File: src/rtl/mathb_fir_sequencer.sv
// mathb_fir_sequencer: start-launched N-tap MAC sequencer (ports: EFPGA2MATHB_CLK/rstn, start/abort/hold/num_taps/bases in, TPRAM read strobes+addresses, MAC clear/clk_en, mac_out in, busy/done/result/result_valid out)
module mathb_fir_sequencer #(
  parameter int ADDR_W = 10,
  parameter int CNT_W = 10,
  parameter int RAM_LAT = 1,
  parameter int MAC_LAT = 2
) (
  input  logic              EFPGA2MATHB_CLK,
  input  logic              rstn,
  input  logic              start,
  input  logic              abort,
  input  logic              hold,
  input  logic [CNT_W-1:0]  num_taps,
  input  logic [ADDR_W-1:0] oper_base,
  input  logic [ADDR_W-1:0] coef_base,
  output logic              oper_rd_en,
  output logic              coef_rd_en,
  output logic [ADDR_W-1:0] oper_rd_addr,
  output logic [ADDR_W-1:0] coef_rd_addr,
  output logic              mathb_acc_clear,
  output logic              mathb_clk_en,
  input  logic [31:0]       mac_out,
  output logic              busy,
  output logic              done,
  output logic [31:0]       result,
  output logic              result_valid
);
  typedef enum logic [2:0] {IDLE, CLEAR, RUN, DRAIN, FINISH} state_t;
  state_t state_q, state_d;
  logic [CNT_W-1:0] n_q, n_d, idx_q, idx_d;
  logic [ADDR_W-1:0] ob_q, ob_d, cb_q, cb_d;
  logic [RAM_LAT-1:0] pipe_q, pipe_d;
  logic [31:0] result_q, result_d;
  logic rd;
  always_comb begin
    state_d = state_q;
    n_d = n_q;
    idx_d = idx_q;
    ob_d = ob_q;
    cb_d = cb_q;
    result_d = result_q;
    rd = state_q == RUN && !hold;
    pipe_d = RAM_LAT'({pipe_q, rd});
    case (state_q)
      IDLE: if (start) begin
        if (num_taps == '0) begin
          state_d = FINISH;
          result_d = '0;
        end else begin
          state_d = CLEAR;
          n_d = num_taps;
          ob_d = oper_base;
          cb_d = coef_base;
          idx_d = '0;
        end
      end
      CLEAR: state_d = RUN;
      RUN: if (!hold) begin
        idx_d = idx_q == n_q - 1'b1 ? '0 : idx_q + 1'b1;
        state_d = idx_q == n_q - 1'b1 ? DRAIN : RUN;
      end
      DRAIN: if (pipe_q != '0) idx_d = '0;
        else if (idx_q == CNT_W'(MAC_LAT - 1)) begin
          result_d = mac_out;
          state_d = FINISH;
        end else idx_d = idx_q + 1'b1;
      FINISH: state_d = IDLE;
      default: state_d = IDLE;
    endcase
    if (abort) begin
      state_d = IDLE;
      pipe_d = '0;
      result_d = result_q;
    end
  end
  always_ff @(posedge EFPGA2MATHB_CLK) begin
    if (!rstn) begin
      state_q <= IDLE;
      n_q <= '0;
      idx_q <= '0;
      ob_q <= '0;
      cb_q <= '0;
      pipe_q <= '0;
      result_q <= '0;
    end else begin
      state_q <= state_d;
      n_q <= n_d;
      idx_q <= idx_d;
      ob_q <= ob_d;
      cb_q <= cb_d;
      pipe_q <= pipe_d;
      result_q <= result_d;
    end
  end
  assign oper_rd_en = rd;
  assign coef_rd_en = rd;
  assign oper_rd_addr = rd ? ob_q + ADDR_W'(idx_q) : '0;
  assign coef_rd_addr = rd ? cb_q + ADDR_W'(idx_q) : '0;
  assign mathb_acc_clear = state_q == CLEAR;
  assign mathb_clk_en = mathb_acc_clear | pipe_q[RAM_LAT-1];
  assign busy = state_q != IDLE;
  assign done = state_q == FINISH;
  assign result_valid = done;
  assign result = result_q;
endmodule

File: config.mk
export PLATFORM = sky130hd
export DESIGN_NAME = mathb_fir_sequencer
export DESIGN_NICKNAME = d
export VERILOG_FILES = /design/src/rtl/mathb_fir_sequencer.sv
export SDC_FILE = /design/constraint.sdc
export NUM_CORES = 1
export LEC_CHECK = 0
export ABC_AREA = 1
export CAP_MARGIN = 10
export CORE_ASPECT_RATIO = 0.5
export CORE_MARGIN = 3
export CORE_UTILIZATION = 40
export CTS_BUF_LIST = sky130_fd_sc_hd__clkbuf_16
export CTS_CLUSTER_DIAMETER = 100
export DETAILED_ROUTE_END_ITERATION = 10
export PLACE_DENSITY = 0.65
export SLEW_MARGIN = 15
export SYNTH_ARGS = -nofsm -noshare
export SYNTH_HDL_FRONTEND = slang
export SYNTH_SLANG_ARGS = --single-unit
export TNS_END_PERCENT = 30
File: constraint.sdc
create_clock -name EFPGA2MATHB_CLK -period 6.4 [get_ports EFPGA2MATHB_CLK]
set_input_delay 1.6 -clock EFPGA2MATHB_CLK [delete_from_list [all_inputs] [get_ports EFPGA2MATHB_CLK]]
set_output_delay 1.6 -clock EFPGA2MATHB_CLK [all_outputs]
set_load 0.02 [all_outputs]
==> qor.yml <==
clock_tree:
  insertion_delay_ns: 0.34
  cts_resized: 0
  cts_root_buffer: "clkbuf_16"
  cts_buffers: 9
  clock_path_buffers: 2
  path_clk_slew_ns: 0.06
  cts_tree: "yes"
  postCtsSetupBuffers: 0
  postCtsHoldBufs: 0
  cts.htree.levels: 3
  cts.sinks: 76
sta:
  slew_violations: 0
  finalHoldViolations: 0
  worst_clock_skew_ns: 0.0120
  setup_viol: 0
  grt_setup_unrepaired: "no"
  fin_crit_sh_pct: 80.7
  slew_headroom_pct: 27.1
  fmax_ghz: 0.194
  setup_tns_ns: 0
  worstMarginPinSlew_ns: 1.09
  layout_min_cycle_time_ns: 5.16
worst_setup_path:
  rr_startpoint: "state_q[2]"
  critPathMaxFanout: 10
  cp.required_ns: 4.80
  r2r_end: "result[3]"
  worstSetupStartpoint: "hold"
  ff2ff_path_depth: 9
  worstSetupEndpointType: "output port"
  arrival_ns: 3.56
  criticalPathCategory: "in -> out"
  start_kind: "input port"
  cp-endpoint: "oper_rd_addr[9]"
  reg2reg_slack_ns: 3.96
layout:
  instances_no_fill: 936
  seq_area_um2: 1520
  multi_input_area_um2: 2390
  fill_cells: 1034
  nets: 881
  mostFrequentLayoutCell: "inv_1"
  syn_to_final_growth_pct: 33.9
  layout_common_cells: "inv_1 (135), clkdlybuf4s50_1 (124), a21oi_1 (84)"
  drive_gt1_share_pct: 5.78
  antenna_cells: 0
placement:
  numPortBuffers: 125
  dp_hpwl_um: 8520
  gp_congestion: 0.850
  placed_cells: 920
floorplan:
  rows: 26
  die-area_um2: 12900
  die_h_um: 81.8
  core_area_um2: 10700
  pin_count: 126
  fp.dieW_um: 158
  initial_core_util_pct: 43.0
synthesis:
  ys_ff_latch: 76
  synth_fp_nets: 773
  synth.avg_cell_area_um2: 6.74
  synth_area_um2: 4600
  postSynthCellCount: 683
  synth_warnings: 0
  async_reset_ff_share_pct: 0
  seq_area_frac_synth_pct: 33.1
  synth_edf_count: 0
  netlist-cell-type-count: 38
  ys.flop_type: "dfxtp_1"
route:
  wl_per_cell_um: 12.2
  drc_errors: 0
  antenna_left: 0
  drtIter0Drc: 215
  viasPerCell: 4.68
  vias: 4383
  finalWirelength_um: 11500
  first_pass_iters: 4
job:
  max-cap-violations: 0
global_route:
  grt_max_degree: 66
  grt_pass1_vias: 4044
  grt_antenna_before_repair: 0
  grt_pass1_wl_um: 19000
  track_usage_pct: 18.4
  grt_remaining_overflow: 0
power:
  power.leakage_nw: 2.71
  vdd_drop_max_v: 0.000104
  power_density_nw_per_um2: 208
status:
  status: "completed"
worst_hold_path:
  worstHoldPathType: "reg -> reg"
==> power by group <==
group	internal (W)	switching, W	leakage [nW]
Combinational	0.000114	0.000137	1.94
Sequential	0.000503	0.0000232	0.622
Clock	0.000304	0.000203	0.144
==> cells by family (layout without fill, tap and decap cells) <==
logic type | count (synthesis) | count (layout) | share of synthesized area, %
AND/OR/NAND/NOR | 219 | 219 | 21.5
XOR/XNOR | 17 | 17 | 3.24
buffers and inverters | 167 | 280 | 15.1
AO/OA/AOI/OAI | 181 | 181 | 20.6
adder cells (fa/ha/maj) | 23 | 23 | 6.58
flip-flops | 76 | 76 | 33.1
==> sequential cells by signal (all words and copies together), names as in the netlist <==
register	flops
idx_q	10
ob_q	10
cb_q	10
n_q	10
result	32
state_q	3
pipe_q	1
==> worst min-delay path by stage <==
stage | from | to | slack, ns | depth (start not counted)
finish | result[25] | result[25] | 0.44 | 2
global route | result[24] | result[24] | 0.46 | 2
CTS | result[14] | result[14] | 0.45 | 2
detailed placement | result[27] | result[27] | 0.44 | 2
global placement | result[8] | result[8] | 0.43 | 2
floorplan | cb_q[7] | cb_q[7] | 0.43 | 2
==> cell usage after synthesis, types with 2 or more instances <==
library cell,number,area share (%)
inv_1,134,11
a21oi_1,84,9.1
nor2_1,79,6.4
nand2_1,77,6.3
dfxtp_1,76,33
o21ai_0,56,6.1
o21ai_1,28,3.0
nand3_1,27,2.9
ha_1,21,5.7
clkbuf_1,16,1.3
xor2_1,15,2.9
nor3_1,8,0.87
buf_6,7,1.7
nand2_2,6,0.82
nand4_1,6,0.82
buf_2,4,0.44
nor2_2,4,0.54
a211oi_1,3,0.49
a21oi_2,3,0.57
inv_2,3,0.24
a21o_1,2,0.33
buf_4,2,0.33
fa_1,2,0.87
nand3_4,2,0.76
nor4_1,2,0.27
o21ai_2,2,0.38
or2_2,2,0.27
xnor2_1,2,0.38
==> area by class of cell <==
class	instances	area share (%)
repair buffers	126	20.3
inverters	138	8.43
flip-flops and latches	76	24.7
multi-input cells	440	38.8
clock inverters	7	1.22
clock buffers	9	3.66
well taps	140	2.84
==> per-stage QoR <==
stage                     power (W)  cell area, µm²  hold slack [ns]  worst slack, ns  util, %
after floorplan            0.000692            4600            0.427             2.25        -
after global placement     0.000786            5860            0.431             1.27     54.8
after detailed placement   0.000789            5860            0.437             1.25     54.8
after CTS                   0.00130            6160            0.447             1.25     57.6
after global routing        0.00136            6160            0.462             1.13     57.6
final                       0.00128            6160            0.443             1.24     57.6
==> layer usage <==
metal / wire length, µm / global-route usage, %
met5: 0 / 0
met4: 120 / 5.45
met3: 893 / 6.68
met2: 4840 / 29.1
met1: 5610 / 23.8
==> worst max-delay path, cell delays in order <==
cell and delay [ns]:
clkdlybuf4s50_1 0.42, nor2_1 0.40, buf_4 0.26, o21ai_0 0.10
a21oi_1 0.16, clkdlybuf4s50_1 0.63
Note: power is estimated with default switching activity, not from simulation.
